<file path="config.mk">
export PLATFORM = sky130hd
export DESIGN_NAME = fsm_experiment_seq
export DESIGN_NICKNAME = d
export VERILOG_FILES = /design/src/rtl/fsm_experiment_seq.sv
export SDC_FILE = /design/constraint.sdc
export NUM_CORES = 1
export LEC_CHECK = 0
export CORE_AREA = 5 5 115 117
export CTS_CLUSTER_SIZE = 8
export DETAILED_ROUTE_END_ITERATION = 12
export DIE_AREA = 0 0 120 122
export GPL_ROUTABILITY_DRIVEN = 0
export GPL_TIMING_DRIVEN = 1
export PLACE_DENSITY = 0.73
export SYNTH_ARGS = -nofsm -noshare
export SYNTH_HDL_FRONTEND = slang
export SYNTH_SLANG_ARGS = --single-unit
export TNS_END_PERCENT = 1
</file>
<file path="constraint.sdc">
create_clock -name clock -period 10.9 [get_ports clock]
set_input_delay 2.18 -clock clock [delete_from_list [all_inputs] [get_ports clock]]
set_output_delay 2.18 -clock clock [all_outputs]
set_load 0.02 [all_outputs]
</file>
<file path="src/rtl/fsm_experiment_seq.sv">
`default_nettype none
// +--------------------------------------------------------------------------------------------+
// | fsm_experiment_seq : shot sequencer (fg sync, delay, staggered channel pulses, wire, det)  |
// | Optional: FSM_EXP_TIMESTAMP_EN adds shot_time output.            Rev 1.0 - initial release |
// +--------------------------------------------------------------------------------------------+
module fsm_experiment_seq #(
  parameter int CH                     = 4,
  parameter int CNT_W                  = 32,
  parameter int FG_DELAY               = 100_000,
  parameter int DET_PULSE              = 50,
  parameter int WIRE_TIMEOUT           = 350_000,
  parameter int DETECTOR_READY_TIMEOUT = 5
) (
  input  logic             clock,
  input  logic             reset_n,
  input  logic             start_signal,
  input  logic             abort,
  input  logic             fault_clear,
  input  logic [CH-1:0]    ch_enable,
  input  logic [CNT_W-1:0] stagger,
  input  logic             fg_signal,
  input  logic             wire_signal,
  input  logic             detector_ready,
  output logic [CH-1:0]    detonation_signal,
  output logic             output_trigger,
  output logic             busy,
  output logic             done,
  output logic             fault,
  output logic [1:0]       fault_code
`ifdef FSM_EXP_TIMESTAMP_EN
  ,
  output logic [CNT_W-1:0] shot_time
`endif
);

  typedef enum logic [3:0] {
    S_IDLE      = 4'd0,
    S_FG_WAIT   = 4'd1,
    S_FG_DLY    = 4'd2,
    S_DET_PULSE = 4'd3,
    S_DET_GAP   = 4'd4,
    S_WIRE_WAIT = 4'd5,
    S_DET_WAIT  = 4'd6,
    S_DONE      = 4'd7,
    S_FAULT     = 4'd8
  } state_t;

  localparam logic [CNT_W-1:0] c_fg_last    = CNT_W'(FG_DELAY - 1);
  localparam logic [CNT_W-1:0] c_pulse_last = CNT_W'(DET_PULSE - 1);
  localparam logic [CNT_W-1:0] c_wire_last  = CNT_W'(WIRE_TIMEOUT - 1);
  localparam logic [CNT_W-1:0] c_ready_last = CNT_W'(DETECTOR_READY_TIMEOUT - 1);

  state_t           state_q;
  logic [CNT_W-1:0] cnt_q;
  logic [CNT_W-1:0] stagger_q;
  logic [CH-1:0]    rem_q;
  logic [CH-1:0]    det_q;
  logic             trig_q;
  logic             busy_q;
  logic             done_q;
  logic             fault_q;
  logic [1:0]       code_q;

  logic [CNT_W-1:0] w_cnt_inc;
  logic [CH-1:0]    w_pick;
  logic [CH-1:0]    w_rem_rest;
  logic             w_busy_state;

  // Lowest set bit of the remaining mask; disabled channels cost no cycles.
  assign w_pick       = rem_q & (~rem_q + CH'(1));
  assign w_rem_rest   = rem_q & ~w_pick;
  assign w_cnt_inc    = (cnt_q == '1) ? cnt_q : cnt_q + CNT_W'(1);
  assign w_busy_state = (state_q != S_IDLE) && (state_q != S_FAULT);

`ifdef FSM_EXP_TIMESTAMP_EN
  logic [CNT_W-1:0] ts_q;
  logic [CNT_W-1:0] shot_time_q;
  assign shot_time = shot_time_q;

  // ts_q is 1 on the first pulse's rising edge, so it reads the elapsed edge count directly.
  always_ff @(posedge clock) begin
    if (!reset_n) begin
      ts_q        <= '0;
      shot_time_q <= '0;
    end else if (state_q == S_FG_DLY && cnt_q >= c_fg_last && !abort) begin
      ts_q        <= CNT_W'(1);
      shot_time_q <= '0;
    end else begin
      ts_q <= (ts_q == '1) ? ts_q : ts_q + CNT_W'(1);
      if (state_q == S_WIRE_WAIT && wire_signal && !abort) shot_time_q <= ts_q;
    end
  end
`endif

  always_ff @(posedge clock) begin
    if (!reset_n) begin
      state_q   <= S_IDLE;
      cnt_q     <= '0;
      stagger_q <= '0;
      rem_q     <= '0;
      det_q     <= '0;
      trig_q    <= 1'b0;
      busy_q    <= 1'b0;
      done_q    <= 1'b0;
      fault_q   <= 1'b0;
      code_q    <= 2'd0;
    end else begin
      done_q <= 1'b0;
      if (w_busy_state && abort) begin
        state_q <= S_FAULT;
        cnt_q   <= '0;
        det_q   <= '0;
        trig_q  <= 1'b0;
        busy_q  <= 1'b0;
        fault_q <= 1'b1;
        code_q  <= 2'd2;
      end else begin
        cnt_q <= w_cnt_inc;
        case (state_q)
          S_IDLE: begin
            cnt_q <= '0;
            if (start_signal) begin
              stagger_q <= stagger;
              rem_q     <= ch_enable;
              if (ch_enable == '0) begin
                state_q <= S_FAULT;
                fault_q <= 1'b1;
                code_q  <= 2'd3;
              end else begin
                state_q <= S_FG_WAIT;
                busy_q  <= 1'b1;
              end
            end
          end
          S_FG_WAIT: begin
            cnt_q <= '0;
            if (fg_signal) state_q <= S_FG_DLY;
          end
          S_FG_DLY: begin
            if (cnt_q >= c_fg_last) begin
              state_q <= S_DET_PULSE;
              cnt_q   <= '0;
              det_q   <= w_pick;
              rem_q   <= w_rem_rest;
            end
          end
          S_DET_PULSE: begin
            if (cnt_q >= c_pulse_last) begin
              cnt_q <= '0;
              if (rem_q == '0) begin
                state_q <= S_WIRE_WAIT;
                det_q   <= '0;
              end else if (stagger_q == '0) begin
                det_q <= w_pick;
                rem_q <= w_rem_rest;
              end else begin
                state_q <= S_DET_GAP;
                det_q   <= '0;
              end
            end
          end
          S_DET_GAP: begin
            if (cnt_q >= stagger_q - CNT_W'(1)) begin
              state_q <= S_DET_PULSE;
              cnt_q   <= '0;
              det_q   <= w_pick;
              rem_q   <= w_rem_rest;
            end
          end
          S_WIRE_WAIT: begin
            if (wire_signal) begin
              state_q <= S_DET_WAIT;
              cnt_q   <= '0;
              trig_q  <= 1'b1;
            end else if (cnt_q >= c_wire_last) begin
              state_q <= S_FAULT;
              cnt_q   <= '0;
              busy_q  <= 1'b0;
              fault_q <= 1'b1;
              code_q  <= 2'd1;
            end
          end
          S_DET_WAIT: begin
            if (detector_ready || cnt_q >= c_ready_last) begin
              state_q <= S_DONE;
              cnt_q   <= '0;
              trig_q  <= 1'b0;
              done_q  <= 1'b1;
            end
          end
          S_DONE: begin
            state_q <= S_IDLE;
            cnt_q   <= '0;
            busy_q  <= 1'b0;
          end
          S_FAULT: begin
            cnt_q <= '0;
            if (fault_clear) begin
              state_q <= S_IDLE;
              fault_q <= 1'b0;
              code_q  <= 2'd0;
            end
          end
          default: begin
            state_q <= S_IDLE;
            cnt_q   <= '0;
            det_q   <= '0;
            trig_q  <= 1'b0;
            busy_q  <= 1'b0;
            fault_q <= 1'b0;
            code_q  <= 2'd0;
          end
        endcase
      end
    end
  end

  assign detonation_signal = det_q;
  assign output_trigger    = trig_q;
  assign busy              = busy_q;
  assign done              = done_q;
  assign fault             = fault_q;
  assign fault_code        = code_q;

endmodule
`default_nettype wire

</file>
==> flow_summary.json <==
{
  "synth_edf_count": 0,
  "timing.rr.end": "cnt_q[14]$_SDFF_PP0_",
  "setup_violations": 0,
  "die_h_um": 122,
  "cpPeakStageDelay_ns": 0.58,
  "finalNonFillerCells": 870,
  "ys_seq_area_share_pct": 31.2,
  "synth_top_family_by_area": "simple AND/OR/NAND/NOR gates",
  "power.total_w": 0.00111,
  "synthMuxAreaShare_pct": 1.71,
  "slew_viol_final": 0,
  "rr_startpoint": "stagger_q[9]$_SDFFE_PN0P_",
  "hold_end": "detonation_signal[3]$_SDFFE_PP0P_",
  "hold_depth": 2,
  "mostFrequentLayoutCells": "117 x nand2_1, 82 x dfxtp_1, 66 x nor2_1",
  "yosys.area_share.simple_pct": 30.6,
  "r2r_cells": 15,
  "rows": 41,
  "clock_skew_ns": 0.00871,
  "fin_area_sq_um": 6140,
  "post-route-period-util_pct": 40.7,
  "initial_core_util_pct": 42.9,
  "worstSkewPairLatency_ns": 0.35,
  "dieArea_sq_um": 14600,
  "hold_viol_final": 0,
  "cts_buffer_depth": 2,
  "async_flop_share_pct": 0,
  "portBuffers": 53,
  "chipWidth_um": 120,
  "yosys_warnings": 0,
  "dp_hpwl_mm": 10.5,
  "hold_buffers": 0,
  "dp_cells": 854,
  "crit_type": "reg -> reg",
  "avgRoutedWirePerCell_um": 15.9,
  "core_area_sq_um": 12300,
  "clock-sinks": 82,
  "avgSynthCellArea_sq_um": 7.78,
  "fin_tns_setup_ns": 0,
  "syn-instance-count": 676,
  "synth_top_cell_by_area": "dfxtp_1",
  "grt_first_pass_wirelength_mm": 23.3,
  "r2r_slack_ns": 6.47,
  "diodes": 0,
  "dr.pass1.iters": 5,
  "path_buf_inv": 1,
  "synth_cell_types": 62,
  "synth_area_leaders": "dfxtp_1 31%, ha_1 9.0%, nand2_1 8.3%",
  "ir_drop_mv": 0.133,
  "min-delay-start": "detonation_signal[3]$_SDFFE_PP0P_",
  "worstMarginPinSlew_ns": 1.04,
  "synth_fa_ha_area_share_pct": 9.04,
  "clock.fmax_mhz": 226,
  "grt_max_degree": 38,
  "antenna_found_initial": 0,
  "overflow": 0,
  "cp_max_fo": 25,
  "wl_mm": 13.8,
  "rsz0062_at_grt": "false",
  "htree_levels": 3,
  "antenna_left": 0,
  "power_density_nw_per_um2": 181,
  "critPathTopFamily": "simple AND/OR/NAND/NOR gates",
  "clk_pin_slew_worst_paths_ns": 0.07,
  "drt_iter0_drc": 334,
  "synth.top_cell.area_share_pct": 31.2,
  "slowest_stage": "or4_4",
  "synth_ff_type": "dfxtp_1",
  "via_count": 5031,
  "start_kind": "register",
  "drive_above_1_share_pct": 4.86,
  "cp.required_ns": 11.11,
  "cap_violations": 0,
  "areaGrowthSynthToFinish_pct": 16.8,
  "outcome": "finished, final reports clean",
  "synth-xor-area-share_pct": 10.2,
  "p_leak_nw": 2.20,
  "worstPathArrival_ns": 4.65,
  "fin_crit_ns": 4.43,
  "critical_path.startpoint": "stagger_q[9]$_SDFFE_PN0P_",
  "final_net_count": 797,
  "syn-num-nets": 758,
  "slew_headroom_pct": 30.3,
  "ys_seq_elements": 82,
  "end_kind": "register",
  "cp_cell_sequence": "or4_4 > or2_2 > nor2_1 > nand2_1 > nor3_1 > nand2_1 > xor2_1 > ha_1 > and4_1 > and4_1 > inv_1 > o311ai_0 > a211oi_1 > o21bai_4 > nor2_1",
  "ios": 54,
  "hp-class": "reg -> reg",
  "cts_buffers": 9,
  "grt_pass1_vias": 4842,
  "routed_via_density": 5.78,
  "place_area_sq_um": 5860,
  "drcViolationCount": 0,
  "cts-resized-gates": 0,
  "cts-root-buf": "clkbuf_16",
  "synth_compound_area_share_pct": 13.9,
  "tritoncts": "done",
  "netlist_area_sq_um": 5260,
  "postCtsSetupBuffers": 0,
  "grt_use_total_pct": 19.6,
  "layout_commonest_cell": "nand2_1"
}
## tightest hold or removal path: cells and delay by family, from the launching register on
kind | cells | cell delay (ns)
flops | 1 | 0.32
mux | 1 | 0.05
simple gates | 1 | 0.05
## sequential cells by signal, summed over array words and instances, names as in the netlist
signal / flops
busy: 1
detonation_signal: 4
stagger_q: 32
fault_code: 2
done: 1
state_q: 4
rem_q: 4
cnt_q: 32
output_trigger: 1
fault: 1
## kinds of logic after synthesis
family / after synthesis
xor gates and xnor gates: 61
adders and majority gates: 38
DFF: 82
AOI/OAI and AO/OA: 118
muxes: 9
and+or+nand+nor: 328
buffers and inverters: 40
## power breakdown
group          switching [W]  internal [W]  total (W)
clock               0.000136      0.000158   0.000293
combinational       0.000247      0.000183   0.000430
sequential         0.0000562      0.000334   0.000390
## Yosys cell counts, drive strengths merged (4+ instances only)
master,instances
nand2,117
dfxtp,82
nor2,67
a21oi,59
ha,38
xnor2,37
nor3,33
xor2,24
nand3,23
o21ai,18
clkbuf,16
nand4,15
inv,14
nor4,13
and4,10
buf,10
and3,9
mux2i,9
nor2b,7
or4,6
and2,5
a211oi,4
a21o,4
a31oi,4
o211ai,4
or2,4
or4b,4
## how the worst max path moves through the flow
stage,end,slack [ns],cells past startpoint
6_report,cnt_q[14]$_SDFF_PP0_,6.47,15
3_5_place_dp,fault_code[1]$_SDFFE_PN0P_,6.18,8
2_1_floorplan,fault_code[1]$_SDFFE_PN0P_,6.86,7
4_1_cts,cnt_q[14]$_SDFF_PP0_,6.46,15
3_3_place_gp,fault_code[1]$_SDFFE_PN0P_,6.26,8
5_1_grt,cnt_q[23]$_SDFF_PP0_,6.09,15
## metrics by stage
stage | utilization [%] | hold WS, ns | setup slack, ns
after floorplan | - | 0.457 | 6.86
after global placement | 47.8 | 0.459 | 6.26
after detailed placement | 47.8 | 0.461 | 6.18
after CTS | 50.1 | 0.474 | 6.46
after global routing | 50.1 | 0.498 | 6.09
final | 50.1 | 0.476 | 6.47
## metal layers
| layer | vias to the layer above | global-route usage [%] | routed length [um] |
|---|---|---|---|
| li1 | 2482 | - | - |
| met1 | 2392 | 24.6 | 6070 |
| met2 | 137 | 34.2 | 6890 |
| met3 | 20 | 2.74 | 601 |
| met4 | 0 | 7.52 | 268 |
| met5 | - | 0 | 0 |
## cell type report
class / instances / area, sq um
clock buffer: 9 / 225
multi-input combinational: 554 / 3440
fill: 1147 / 6120
inverter: 14 / 52.6
timing repair buffer: 54 / 538
sequential: 82 / 1640
tap: 150 / 188
clock inverter: 7 / 57.6
Note: power is estimated with default switching activity, not from simulation.
